`config.mk`:
```
export PLATFORM = sky130hd
export DESIGN_NAME = count_chain_ctrl_flat
export DESIGN_NICKNAME = d
export VERILOG_FILES = /design/src/rtl/count_chain_ctrl_if.sv /design/src/rtl/count_chain_ctrl.sv /design/src/flat_wrapper.sv
export SDC_FILE = /design/constraint.sdc
export NUM_CORES = 1
export LEC_CHECK = 0
export CORE_MARGIN = 5
export CORE_UTILIZATION = 26
export CTS_BUF_LIST = sky130_fd_sc_hd__clkbuf_8
export DETAILED_ROUTE_END_ITERATION = 7
export HOLD_SLACK_MARGIN = 0.08
export REMOVE_ABC_BUFFERS = 1
export SLEW_MARGIN = 20
export SYNTH_ARGS = -nofsm -noshare
export SYNTH_HDL_FRONTEND = slang
export SYNTH_SLANG_ARGS = --single-unit
```
`constraint.sdc`:
```
create_clock -name ck -period 3.52 [get_ports ck]
set_clock_uncertainty 0.05 [all_clocks]
set_input_delay 0.704 -clock ck [delete_from_list [all_inputs] [get_ports ck]]
set_output_delay 0.704 -clock ck [all_outputs]
set_load 0.005 [all_outputs]
```
`src/rtl/count_chain_ctrl_if.sv`:
```
// -----------------------------------------------------------------------------
// count_chain_ctrl_if
// Request/response bundle for the cascaded digit counter sequencer.
//   start, stop, clr : single-cycle requests from the controlling logic
//   q                : packed digit values, digit 0 in q[3:0]
//   run              : counter is in the RUN state
//   tc               : one-cycle terminal-count pulse
//   ovf              : sticky overflow flag
// Modports: master (request side), slave (the sequencer).
// -----------------------------------------------------------------------------
interface count_chain_ctrl_if #(
  parameter int DIGITS = 4
);
  logic                start;
  logic                stop;
  logic                clr;
  logic [4*DIGITS-1:0] q;
  logic                run;
  logic                tc;
  logic                ovf;

  modport master (output start, stop, clr, input q, run, tc, ovf);
  modport slave  (input start, stop, clr, output q, run, tc, ovf);
endinterface

```
`src/rtl/count_chain_ctrl.sv`:
```
// -----------------------------------------------------------------------------
// count_chain_ctrl
// Run/hold/clear sequencer for a cascade of 4-bit digit counters, including
// the prescaler and ripple-carry chaining of the digit registers.
// Ports:
//   ck    : system clock, rising edge
//   rst_n : asynchronous active-low reset
//   bus   : count_chain_ctrl_if.slave (start/stop/clr in, q/run/tc/ovf out)
// Parameters: DIGITS (1..8), DIV (>=2), MOD (2..16).
// Configuration macro COUNT_CHAIN_CTRL_WRAP_EN:
//   defined   -> full-range rollover wraps to zero and keeps running.
//   undefined -> full-range rollover freezes at all MOD-1 in the DONE state.
// -----------------------------------------------------------------------------
module count_chain_ctrl #(
  parameter int DIGITS = 4,
  parameter int DIV    = 50,
  parameter int MOD    = 10
) (
  input  logic                    ck,
  input  logic                    rst_n,
  count_chain_ctrl_if.slave       bus
);

  localparam int             DW       = (DIV > 2) ? $clog2(DIV) : 1;
  localparam logic [DW-1:0]  DIV_LAST = DW'(DIV - 1);
  localparam logic [3:0]     DIG_LAST = 4'(MOD - 1);

`ifdef COUNT_CHAIN_CTRL_WRAP_EN
  typedef enum logic [1:0] {
    ST_IDLE = 2'd0,
    ST_RUN  = 2'd1,
    ST_HOLD = 2'd2
  } state_t;
`else
  typedef enum logic [1:0] {
    ST_IDLE = 2'd0,
    ST_RUN  = 2'd1,
    ST_HOLD = 2'd2,
    ST_DONE = 2'd3
  } state_t;
`endif

  state_t              state_q, state_d;
  logic [DW-1:0]       div_q, div_d;
  logic [4*DIGITS-1:0] q_q, q_d;
  logic                run_q, run_d;
  logic                tc_q, tc_d;
  logic                ovf_q, ovf_d;

  logic                tick_s;
  logic                all_max_s;
  logic [4*DIGITS-1:0] q_inc_s;

  assign tick_s = (state_q == ST_RUN) && (div_q == DIV_LAST);

  // Ripple-carry step of the digit chain: a digit advances only when every
  // lower digit sits at MOD-1; all_max_s flags the full-range rollover.
  always_comb begin : carry_chain
    logic c_s;
    c_s     = 1'b1;
    q_inc_s = q_q;
    for (int k = 0; k < DIGITS; k++) begin
      if (c_s) begin
        q_inc_s[4*k +: 4] = (q_q[4*k +: 4] == DIG_LAST) ? 4'd0 : q_q[4*k +: 4] + 4'd1;
      end else begin
        q_inc_s[4*k +: 4] = q_q[4*k +: 4];
      end
      c_s = c_s && (q_q[4*k +: 4] == DIG_LAST);
    end
    all_max_s = c_s;
  end

  // Next-state logic: clr overrides everything, stop masks start.
  always_comb begin
    state_d = state_q;
    div_d   = div_q;
    q_d     = q_q;
    tc_d    = 1'b0;
    ovf_d   = ovf_q;
    if (bus.clr) begin
      state_d = ST_IDLE;
      div_d   = '0;
      q_d     = '0;
      ovf_d   = 1'b0;
    end else begin
      case (state_q)
        ST_IDLE: begin
          if (bus.start && !bus.stop) begin
            state_d = ST_RUN;
            div_d   = '0;
          end else begin
            state_d = ST_IDLE;
          end
        end
        ST_RUN: begin
          div_d = tick_s ? '0 : div_q + DW'(1);
          if (bus.stop) begin
            // A tick landing on the stop edge is dropped; digits stay put.
            state_d = ST_HOLD;
          end else if (tick_s) begin
            tc_d  = all_max_s;
            ovf_d = ovf_q | all_max_s;
`ifdef COUNT_CHAIN_CTRL_WRAP_EN
            q_d   = q_inc_s;
`else
            if (all_max_s) begin
              state_d = ST_DONE;
              q_d     = q_q;
            end else begin
              q_d     = q_inc_s;
            end
`endif
          end else begin
            q_d = q_q;
          end
        end
        ST_HOLD: begin
          // Prescaler phase is kept so resume continues the partial period.
          if (bus.start && !bus.stop) begin
            state_d = ST_RUN;
          end else begin
            state_d = ST_HOLD;
          end
        end
`ifndef COUNT_CHAIN_CTRL_WRAP_EN
        ST_DONE: begin
          state_d = ST_DONE;
        end
`endif
        default: begin
          state_d = ST_IDLE;
        end
      endcase
    end
    run_d = (state_d == ST_RUN);
  end

  // State and datapath registers with asynchronous reset.
  always_ff @(posedge ck or negedge rst_n) begin
    if (!rst_n) begin
      state_q <= ST_IDLE;
      div_q   <= '0;
      q_q     <= '0;
      run_q   <= 1'b0;
      tc_q    <= 1'b0;
      ovf_q   <= 1'b0;
    end else begin
      state_q <= state_d;
      div_q   <= div_d;
      q_q     <= q_d;
      run_q   <= run_d;
      tc_q    <= tc_d;
      ovf_q   <= ovf_d;
    end
  end

  assign bus.q   = q_q;
  assign bus.run = run_q;
  assign bus.tc  = tc_q;
  assign bus.ovf = ovf_q;

endmodule
```
`src/flat_wrapper.sv`:
```
// flat-port wrapper written by rule: the top's interface ports become plain ports
module count_chain_ctrl_flat 
#(
  parameter int DIGITS = 4,
  parameter int DIV    = 50,
  parameter int MOD    = 10
)
  (ck, rst_n, bus_start, bus_stop, bus_clr, bus_q, bus_run, bus_tc, bus_ovf);
  count_chain_ctrl_if #(.DIGITS(DIGITS)) bus_i ();
  input  logic ck;
  input  logic rst_n;
  input wire logic [$bits(bus_i.start)-1:0] bus_start;
  input wire logic [$bits(bus_i.stop)-1:0] bus_stop;
  input wire logic [$bits(bus_i.clr)-1:0] bus_clr;
  output wire logic [$bits(bus_i.q)-1:0] bus_q;
  output wire logic [$bits(bus_i.run)-1:0] bus_run;
  output wire logic [$bits(bus_i.tc)-1:0] bus_tc;
  output wire logic [$bits(bus_i.ovf)-1:0] bus_ovf;
  assign bus_i.start = bus_start;
  assign bus_i.stop = bus_stop;
  assign bus_i.clr = bus_clr;
  assign bus_q = bus_i.q;
  assign bus_run = bus_i.run;
  assign bus_tc = bus_i.tc;
  assign bus_ovf = bus_i.ovf;
  count_chain_ctrl #(.DIGITS(DIGITS), .DIV(DIV), .MOD(MOD)) u_core (.ck(ck), .rst_n(rst_n), .bus(bus_i));
endmodule
```
Yosys cells after proc, flatten, opt, wreduce, memory -nomap -nowiden
Index checks and enable logic that the tools add are counted.
W data, S select, Z words.
- flip-flop bits (word level): 27
- output and inout bits: 19
- add/subtract/negate cells: 5
- equal/unequal tests: 12
- muxes and demuxes: 31
- bitwise gates (word level): 1
- reduce and logical (&&, ||, !) cells: 19
- operator list (kind ; count):
    $mux W16 ; 5
    $mux W4 ; 7
    $mux W6 ; 3
    $add A4 B1 Y4 const B ; 4
    $eq A4 B4 Y1 const B ; 4
    $reduce_and A5 Y1 ; 3
    $pmux W6 S2 ; 1
    $mux W2 ; 5
    $reduce_bool A2 Y1 ; 5
    $mux W1 ; 9
    $pmux W2 S4 ; 1
    $add A6 B1 Y6 const B ; 1
    $eq A6 B6 Y1 const B ; 1
    $logic_and A1 B1 Y1 ; 5
    $eq A2 B1 Y1 const B ; 2
    $eq A2 B2 Y1 const B ; 2
    $reduce_and A4 Y1 ; 1
    $ne A3 B2 Y1 const B ; 1
    $reduce_and A3 Y1 ; 1
    $reduce_bool A3 Y1 ; 1
    $logic_not A2 Y1 ; 1
    $ne A2 B1 Y1 const B ; 1
    $ne A2 B2 Y1 const B ; 1
    $reduce_and A2 Y1 ; 1
    2 further kinds ; 2

Longest topological paths before layout
Gate-level depths: netlist (run 1).
- word-level depth: 10
- gate-level depth with buffers: 7
- mapped depth without buffers: 6

Least setup slack after synthesis (run 1)
Ideal clock, no wire load.
- path type: input to register
- from: in bus_stop
- to: reg u_core.q_q[15], in the netlist u_core.bus.q[15]
- arrival: 1.747 ns
- required time: 3.392 ns
- setup slack: 1.645 ns
- cell stages on the path: 4
- path buffers: 0
- path through: nor3b_4 -> nand4_4 -> or4_1 -> a21oi_1
- cells in the longest elaborated chain, start to end: 2
- ends and longest elaborated chain (item ; RTL line ; source):
    from (decl) ; flat_wrapper.sv:13 ; input wire logic [$bits(bus_i.stop)-1:0] bus_stop;
    $ne A2 B1 Y1 (no source line) ; - ;
    $reduce_and A5 Y1 (no source line) ; - ;
    to (signal assigned) ; count_chain_ctrl.sv:150 ; q_q <= q_d;
    to (decl) ; count_chain_ctrl.sv:45 ; logic [4*DIGITS-1:0] q_q, q_d;
Every way passes these cells.
A chain may end at the register's enable or synchronous reset.

Worst setup path after layout (run 1)
Same ends and word-level chain as after synthesis.

==> key figures, run 1 <==
Outcome
  – Run status: complete, no violations

Worst hold path
  – Min-delay worst type: register to register

Layout
  – Antenna cells: 0
  – Commonest cells after routing, fill and taps aside: 27 x dfrtp_1, 23 x clkdlybuf4s50_1, 15 x a21oi_1, 11 x inv_1, 9 x nor2_1
  – Reg area: 676 µm²
  – Nets: 207
  – Multi-input logic area: 886 µm²
  – Area grow syn2layout: 22.8%
  – Commonest non-fill, non-tap cell in the layout: dfrtp_1
  – Finished Layout Cells: 268
  – Fillers: 626
  – Layout cells sized above 1: 0.0725

Setup path
  – R2R depth: 6
  – Arr. time, crit path: 2410 ps
  – Worst path slowest cell: clkdlybuf4s50_1
  – Worst r2r dst: u_core.bus.q[4]$_DFFE_PN0P_
  – Worst Setup End Kind: register
  – Critical Path RT: 3680 ps
  – Setup crit end: u_core.bus.q[15]$_DFFE_PN0P_
  – Startpoint types: input port
  – Crit path kind: input port to register
  – CP max FO: 10
  – Crit-path cells: clkdlybuf4s50_1 -> nor3b_4 -> nand4_4 -> or4_1 -> a21oi_1
  – Flop-to-flop setup slack: 1470 ps
  – Start point of the critical path: bus_stop
  – R2R Path Start: u_core.bus.q[5]$_DFFE_PN0P_
  – Crit path largest cell delay: 510 ps
  – Buf+Inv Stages, Crit Path: 1
  – CP delay by family, top: simple AND/OR/NAND/NOR gates
  – Worst path depth: 5

STA
  – Fin. Hold Viols: 0
  – Final min period: 2250 ps
  – Slew margin rel.: 0.482
  – Setup_tns: 0 ps
  – Final Setup Violations: 0
  – FMAX: 445 MHz
  – Worst setup margin: 1270 ps
  – Slew @ Worst Pin: 771 ps
  – Tcrit/Tclk final: 0.638
  – Fin. max-slew vios: 0
  – RSZ-0062 raised after global routing: false

GRT
  – Largest net degree at the start of global routing: 28
  – Overall routing resource usage: 0.0991
  – First-pass GRT wire length: 6.24 mm
  – Initial antenna violation count: 0
  – Grt ovf: 0
  – Vias in the first global route: 1,325

Routing
  – First-pass DRT Iterations: 4
  – ANT nets after route: 0
  – Wire per inst: 13.5 µm
  – Drt drc: 0
  – Post-Route WL: 3.62 mm
  – Via/cell ratio: 5.16
  – Routed vias: 1,382
  – DRT iter0 DRCs: 42

Floorplan
  – Site Rows: 28
  – Horiz. Die Dim: 89.1 µm
  – Die height: 89.1 µm
  – Core ar.: 5990 µm²
  – I/O Pins: 24
  – Initial Util: 0.271
  – Die footprint: 7930 µm²

Clock tree
  – Resized cells post-CTS: 0
  – Cts hold-fix bufs: 0
  – Post-CTS Setup Inserts: 0
  – Later-pin clock latency in the skew report: 280 ps
  – Clock tree buffer depth: 2
  – CTS buffer count: 3
  – H-tree depth: 1
  – Clock root cell: clkbuf_8
  – CTS tree: done
  – Clk sink count: 27
  – Clock-pin slew on the worst setup and hold paths: 100 ps

Power and ir drop
  – Maximum VDD drop: 0.125 mV
  – Cell Pwr Density: 267 nW/µm²
  – Leak Pwr: 0.780 nW

Synth
  – Synthesis Warnings: 0
  – Number of distinct library cells after synthesis: 44
  – Avg Synthesized Cell Area: 9.62 µm²
  – Mapped Area: 1630 µm²
  – Ys async rst share: 1.00
  – Post-synth EDFFs: 0
  – Gate Count Post-Synth: 169
  – Sequential element share of the synthesized area: 0.416
  – Synthesized flop and latch total: 27
  – Post-synth top flop: dfrtp_1

Placement
  – I/O Buffers: 23
  – Placer Congestion: 0.755
  – Dpl cells: 264
  – Post-detail-place hpwl: 2.74 mm
  – Pre-CTS WS: 947 ps

Run
  – Max-cap violations: 0
report_power, final:
group / total (W) / switching [W] / internal (W)
Combinational: 0.0000367 / 0.0000224 / 0.0000143
Sequential: 0.000315 / 0.00000280 / 0.000312
Clock: 0.000182 / 0.000102 / 0.0000795
Total: 0.000534 / 0.000128 / 0.000406
kinds of logic after synthesis:
| family | share of synthesized area |
|---|---|
| AO/OA/AOI/OAI | 0.159 |
| XOR/XNOR | 0.0108 |
| adder cells (fa/ha/maj) | 0.0616 |
| buffers and inverters | 0.0393 |
| flip-flops | 0.416 |
| multiplexers | 0.0192 |
| AND/OR/NAND/NOR | 0.295 |
cell type report:
type | instances | share of cell area
Multi-Input combinational cell | 125 | 0.444
Sequential cell | 27 | 0.339
Timing Repair Buffer | 26 | 0.127
Tap cell | 75 | 0.0470
Clock buffer | 3 | 0.0207
Inverter | 11 | 0.0207
Clock inverter | 1 | 0.00251
flip-flops by register name, summed over array words and instances (netlist names):
| register | cells |
|---|---|
| u_core.state_q | 2 |
| u_core.bus.tc | 1 |
| u_core.div_q | 6 |
| u_core.bus.run | 1 |
| u_core.bus.q | 16 |
| u_core.bus.ovf | 1 |
synthesized netlist by cell type (all sizes together), types with 2 or more instances:
| cell type | number | share of area |
|---|---|---|
| a21o | 3 | 0.014 |
| a21oi | 15 | 0.046 |
| and3 | 2 | 0.0077 |
| and3b | 3 | 0.016 |
| buf | 2 | 0.0046 |
| clkbuf | 4 | 0.0092 |
| dfrtp | 27 | 0.42 |
| ha | 8 | 0.062 |
| inv | 11 | 0.025 |
| mux2i | 2 | 0.012 |
| nand2 | 3 | 0.0069 |
| nand3 | 9 | 0.031 |
| nand3b | 4 | 0.018 |
| nand4 | 8 | 0.040 |
| nor2 | 9 | 0.021 |
| nor2b | 3 | 0.012 |
| nor3 | 9 | 0.034 |
| nor3b | 3 | 0.021 |
| nor4 | 2 | 0.012 |
| o21ai | 7 | 0.022 |
| o22ai | 2 | 0.0077 |
| o2bb2ai | 2 | 0.011 |
| o31ai | 7 | 0.032 |
| or3 | 6 | 0.023 |
| or4 | 3 | 0.014 |
| xor2 | 2 | 0.011 |
per-layer routing:
metal	routed length, µm	vias to the layer above	global-route usage	share of wire
met2	1710	17	0.160	0.47
met3	135	5	0.0212	0.037
met1	1730	673	0.134	0.48
met4	45	0	0.0298	0.012
li1	-	687	-	-
met5	0	-	0	0
worst reg2reg max path, cell delays in order, from the launching register on:
cell	delay [ps]
dfrtp_1	430
inv_1	70
ha_1	150
nand3b_1	190
nor4_2	740
o21ai_0	210
a21oi_1	160
per-stage QoR:
| stage | utilization | area (µm²) | hold slack [ps] | total power (W) |
|---|---|---|---|---|
| after floorplan | - | 1600 | 358 | 0.000335 |
| after global placement | 0.325 | 1950 | 445 | 0.000359 |
| after detailed placement | 0.325 | 1950 | 442 | 0.000359 |
| after CTS | 0.333 | 2000 | 469 | 0.000547 |
| after global routing | 0.333 | 2000 | 498 | 0.000558 |
| final | 0.333 | 2000 | 457 | 0.000534 |
worst min path at each step:
stage / start / to / slack [ps] / depth (start not counted)
global placement: u_core.bus.ovf$_DFFE_PN0P_ / u_core.bus.ovf$_DFFE_PN0P_ / 450 / 2
CTS: u_core.bus.ovf$_DFFE_PN0P_ / u_core.bus.ovf$_DFFE_PN0P_ / 470 / 2
finish: u_core.bus.ovf$_DFFE_PN0P_ / u_core.bus.ovf$_DFFE_PN0P_ / 460 / 2
floorplan: rst_n / u_core.bus.ovf$_DFFE_PN0P_ / 360 / 0
detailed placement: u_core.bus.ovf$_DFFE_PN0P_ / u_core.bus.ovf$_DFFE_PN0P_ / 440 / 2
global route: u_core.bus.q[11]$_DFFE_PN0P_ / u_core.bus.q[11]$_DFFE_PN0P_ / 500 / 1
Note: power is estimated with default switching activity, not from simulation.
==> inputs of run 2 (changes only) <==
==> constraint.sdc (replaced) <==
create_clock -name ck -period 2 [get_ports ck]
set_clock_uncertainty 0.05 [all_clocks]
set_input_delay 0.4 -clock ck [delete_from_list [all_inputs] [get_ports ck]]
set_output_delay 0.4 -clock ck [all_outputs]
set_load 0.005 [all_outputs]
==> key figures, run 2 (synthesis results as in run 1) <==
STA
  – Tcrit/Tclk final: 0.929
  – FMAX: 538 MHz
  – Slew @ Worst Pin: 404 ps (-366 ps)
  – Fin. Hold Viols: 0 (unchanged)
  – Worst setup margin: 142 ps (-1130 ps)
  – Slew margin rel.: 0.729 (+0.247)
  – Final Setup Violations: 0 (unchanged)
  – Setup_tns: 0 ps (unchanged)
  – Fin. max-slew vios: 0 (unchanged)
  – Final min period: 1860 ps

Floorplan
  – Site Rows: 28 (unchanged)
  – Core ar.: 5990 µm² (unchanged)
  – Die height: 89.1 µm (unchanged)
  – Initial Util: 0.271 (unchanged)
  – I/O Pins: 24 (unchanged)
  – Horiz. Die Dim: 89.1 µm (unchanged)
  – Die footprint: 7930 µm² (unchanged)

Power and ir drop
  – Maximum VDD drop: 0.230 mV (+84%)
  – Cell Pwr Density: 439 nW/µm² (+64%)
  – Leak Pwr: 0.879 nW (+13%)
  – Overall power: 0.000938 W (+76%)

Layout
  – Nets: 225 (+8.7%)
  – Commonest cells after routing, fill and taps aside: 26 x dfrtp_1, 22 x clkdlybuf4s50_1, 21 x buf_4, 14 x a21oi_1, 12 x inv_1
  – Antenna cells: 0 (unchanged)
  – Finished Layout Cells: 286 (+6.7%)
  – Layout cells sized above 1: 0.161 (+0.0886)
  – Reg area: 677 µm² (+0.19%)
  – Commonest non-fill, non-tap cell in the layout: dfrtp_1
  – Fillers: 595 (-5.0%)
  – Number of flip-flops in the largest register: 16 (unchanged)
  – Multi-input logic area: 891 µm² (+0.56%)
  – Area grow syn2layout: 31.6%

Setup path
  – Start point of the critical path: u_core.bus.q[5]$_DFFE_PN0P_
  – CP max FO: 6 (-4)
  – R2R Path Start: u_core.bus.q[5]$_DFFE_PN0P_
  – Startpoint types: register
  – Critical Path RT: 2160 ps (-1520 ps)
  – Worst Setup End Kind: register
  – Crit path kind: register to register
  – Arr. time, crit path: 2020 ps (-390 ps)

Clock tree
  – Cts hold-fix bufs: 0 (unchanged)
  – Later-pin clock latency in the skew report: 280 ps (about the same)
  – Clock tree buffer depth: 2 (unchanged)
  – Clock root cell: clkbuf_8
  – CTS tree: done
  – Clock-pin slew on the worst setup and hold paths: 90 ps (about the same)
  – Clk sink count: 27 (unchanged)
  – CTS buffer count: 3 (unchanged)
  – H-tree depth: 1 (unchanged)

Routing
  – Wire per inst: 13.3 µm (-1.8%)
  – DRT iter0 DRCs: 52 (+24%)
  – Post-Route WL: 3.79 mm (+4.8%)
  – Drt drc: 0 (unchanged)
  – Via/cell ratio: 4.93 (-4.4%)
  – Routed vias: 1,410 (+2.0%)
  – First-pass DRT Iterations: 4 (unchanged)
  – ANT nets after route: 0 (unchanged)

Worst hold path
  – Min-delay worst type: input port to asynchronous set/reset pin

GRT
  – Overall routing resource usage: 0.107 (+0.00817)
  – First-pass GRT wire length: 6.72 mm (+7.6%)
  – Initial antenna violation count: 0 (unchanged)
  – Largest net degree at the start of global routing: 28 (unchanged)
  – Vias in the first global route: 1,406 (+6.1%)
  – Grt ovf: 0 (unchanged)

Placement
  – Post-detail-place hpwl: 2.91 mm (+6.5%)
  – Dpl cells: 280 (+6.1%)
  – Pre-CTS WS: -236 ps (-1180 ps)
  – I/O Buffers: 23 (unchanged)
  – Placer Congestion: 0.798 (+5.7%)

Outcome
  – Run status: complete, no violations

Run
  – Max-cap violations: 0 (unchanged)
-- run 2: critical path, cell delays in order (launching register included) --
cell     delay [ps]
dfrtp_1         440
inv_1            70
ha_1            160
and3b_1         260
nand4_1         220
or4_1           440
a21oi_1         150
-- run 2: stage by stage --
step / util / cell area, µm² / hold WS, ps
after detailed placement: 0.345 / 2070 / 458
after CTS: 0.353 / 2110 / 454
after global routing: 0.357 / 2140 / 462
final: 0.357 / 2140 / 439
after floorplan: - / 1600 / 54.4
after global placement: 0.345 / 2070 / 434
-- run 2: what timing repair did --
action | CTS | global route
gates resized for setup | 0 | 4
endpoints found under the hold margin | 0 | 0
setup endpoints to repair | 0 | 4
buffers inserted | 0 | 2
-- run 2: final timing paths --
kind                                           endpoint  slack [ps]  depth (start not counted)
min in group ck              u_core.bus.ovf$_DFFE_PN0P_         460                          2
min reg2reg                  u_core.bus.ovf$_DFFE_PN0P_         460                          2
max in group asynchronous   u_core.bus.q[4]$_DFFE_PN0P_        1190                          2
min                          u_core.bus.ovf$_DFFE_PN0P_         440                          2
max                        u_core.bus.q[14]$_DFFE_PN0P_         140                          6
max reg2reg                u_core.bus.q[14]$_DFFE_PN0P_         140                          6
-- run 2: per-layer routing --
metal | part of all wire | up-vias | global-route usage
li1 | - | 723 | -
met1 | 0.48 | 665 | 0.146
met2 | 0.47 | 17 | 0.171
met3 | 0.037 | 5 | 0.0203
met4 | 0.015 | 0 | 0.0365
met5 | 0 | - | 0
-- run 2: final cells by class --
cell class / count / share of cell area
clock buffers: 3 / 0.0193
inverters: 11 / 0.0193
repair buffers: 44 / 0.183
well taps: 75 / 0.0439
flip-flops and latches: 27 / 0.317
multi-input cells: 125 / 0.417
clock inverters: 1 / 0.00176
-- run 2: power breakdown --
| group | switching (W) | internal, W | leakage [nW] |
|---|---|---|---|
| sequential | 0.00000503 | 0.000550 | 0.374 |
| clock | 0.000174 | 0.000138 | 0.0269 |
| combinational | 0.0000413 | 0.0000302 | 0.478 |
==> inputs of run 3 (changes only) <==
==> constraint.sdc (replaced) <==
create_clock -name ck -period 1.95 [get_ports ck]
set_clock_uncertainty 0.05 [all_clocks]
set_input_delay 0.39 -clock ck [delete_from_list [all_inputs] [get_ports ck]]
set_output_delay 0.39 -clock ck [all_outputs]
set_load 0.005 [all_outputs]
==> key figures, run 3 (synthesis results as in run 1) <==
Placement
  – I/O Buffers: 23 (unchanged)
  – Placer Congestion: 0.780 (-2.3%)
  – Post-detail-place hpwl: 3.05 mm (+4.7%)
  – Dpl cells: 285 (+1.8%)

GRT
  – Largest net degree at the start of global routing: 28 (unchanged)
  – Initial antenna violation count: 0 (unchanged)
  – Vias in the first global route: 1,509 (+7.3%)
  – First-pass GRT wire length: 6.98 mm (+3.9%)
  – Overall routing resource usage: 0.110 (+0.00264)
  – Grt ovf: 0 (unchanged)

STA
  – Final Setup Violations: 0 (unchanged)
  – Fin. Hold Viols: 0 (unchanged)
  – Tcrit/Tclk final: 0.947 (+0.0181)
  – RSZ-0062 raised after global routing: true
  – WHS: 442 ps (+2.77 ps)
  – Final min period: 1850 ps (-11.2 ps)
  – FMAX: 541 MHz (+0.60%)
  – Fin. max-slew vios: 0 (unchanged)
  – Slew margin rel.: 0.706 (-0.0229)
  – Slew @ Worst Pin: 439 ps (+34.3 ps)
  – Setup_tns: 0 ps (unchanged)

Layout
  – Number of flip-flops in the largest register: 16 (unchanged)
  – Commonest non-fill, non-tap cell in the layout: dfrtp_1
  – Antenna cells: 0 (unchanged)
  – Commonest cells after routing, fill and taps aside: 27 x dfrtp_1, 25 x buf_4, 22 x clkdlybuf4s50_1, 15 x a21oi_1, 12 x inv_1
  – Fillers: 630 (+5.9%)
  – Nets: 230 (+2.2%)
  – Finished Layout Cells: 291 (+1.7%)
  – Area grow syn2layout: 33.8%
  – Layout cells sized above 1: 0.171 (+0.0102)

Floorplan
  – Site Rows: 28 (unchanged)
  – Horiz. Die Dim: 89.1 µm (unchanged)
  – Core ar.: 5990 µm² (unchanged)
  – Initial Util: 0.271 (unchanged)
  – Die height: 89.1 µm (unchanged)
  – Die footprint: 7930 µm² (unchanged)
  – I/O Pins: 24 (unchanged)

Routing
  – Routed vias: 1,465 (+3.9%)
  – DRT iter0 DRCs: 51 (-1.9%)
  – Drt drc: 0 (unchanged)
  – Via/cell ratio: 5.03 (+2.1%)
  – Wire per inst: 13.7 µm (+3.4%)
  – ANT nets after route: 0 (unchanged)
  – Post-Route WL: 3.99 mm (+5.2%)
  – First-pass DRT Iterations: 4 (unchanged)

Power and ir drop
  – Cell Pwr Density: 442 nW/µm² (+0.89%)
  – Leak Pwr: 0.907 nW (+3.2%)
  – Maximum VDD drop: 0.241 mV (+4.5%)

Setup path
  – Arr. time, crit path: 2000 ps (-20 ps)
  – Worst Setup End Kind: register
  – CP max FO: 6 (unchanged)
  – Crit path kind: register to register
  – Start point of the critical path: u_core.div_q[1]$_DFFE_PN0P_
  – R2R Path Start: u_core.div_q[1]$_DFFE_PN0P_
  – Worst r2r dst: u_core.bus.q[14]$_DFFE_PN0P_
  – Startpoint types: register
  – R2R depth: 6 (unchanged)
  – Critical Path RT: 2100 ps (-60 ps)
  – Flop-to-flop setup slack: 100 ps (-40 ps)

Clock tree
  – Clock root cell: clkbuf_8
  – CTS tree: done
  – Clock-pin slew on the worst setup and hold paths: 90 ps (about the same)
  – CTS buffer count: 3 (unchanged)
  – Later-pin clock latency in the skew report: 270 ps (about the same)
  – Clock tree buffer depth: 2 (unchanged)
  – H-tree depth: 1 (unchanged)
  – Cts hold-fix bufs: 0 (unchanged)
  – Clk sink count: 27 (unchanged)

Run
  – Max-cap violations: 0 (unchanged)

Outcome
  – Run status: complete, no violations

Worst hold path
  – Min-delay worst type: input port to asynchronous set/reset pin
[run 3: critical path, cell delays in order (launching register included)]
cell and delay (ps):
dfrtp_1 410, inv_1 80, ha_1 160, and4b_2 320, nand3_2 140, or4_1 480
a21oi_1 150
[run 3: layout make-up]
class | count | area, µm² | share of cell area
clock buffer | 3 | 41.3 | 0.0190
clock inverter | 1 | 3.75 | 0.00173
inverter | 11 | 41.3 | 0.0190
multi-input combinational | 125 | 887 | 0.408
sequential | 27 | 676 | 0.311
tap | 75 | 93.8 | 0.0432
timing repair buffer | 49 | 432 | 0.199
[run 3: what timing repair did]
action	4_1_cts	5_1_grt
endpoints found under the setup margin	0	6
resized for setup	0	3
setup buffers	0	2
[run 3: power breakdown]
part | switching (W) | internal, W | total [W]
Combinational | 0.0000440 | 0.0000316 | 0.0000756
Sequential | 0.00000425 | 0.000564 | 0.000568
Clock | 0.000178 | 0.000141 | 0.000319
[run 3: through the flow]
stage | setup WS, ps | area, µm² | power, W | utilization
after global placement | -219 | 2110 | 0.000654 | 0.352
final | 103 | 2170 | 0.000962 | 0.363
after global routing | -6.97 | 2170 | 0.00101 | 0.363
after floorplan | 186 | 1600 | 0.000604 | -
after CTS | 11.7 | 2150 | 0.000983 | 0.359
after detailed placement | -263 | 2110 | 0.000656 | 0.352
[run 3: metal layers]
metal  GRT usage  share of wire  vias up
met1       0.139           0.47      710
li1            -              -      729
met5           0              0        -
met4      0.0311         0.0095        0
met3      0.0194          0.036        4
met2       0.192           0.49       22
[run 3: worst max-delay path by stage]
stage | endpoint | cells past startpoint
finish | u_core.bus.q[14]$_DFFE_PN0P_ | 6
global placement | u_core.bus.q[15]$_DFFE_PN0P_ | 5
detailed placement | u_core.bus.q[15]$_DFFE_PN0P_ | 5
CTS | u_core.bus.q[4]$_DFFE_PN0P_ | 7
global route | u_core.bus.q[14]$_DFFE_PN0P_ | 6
floorplan | u_core.bus.q[15]$_DFFE_PN0P_ | 6
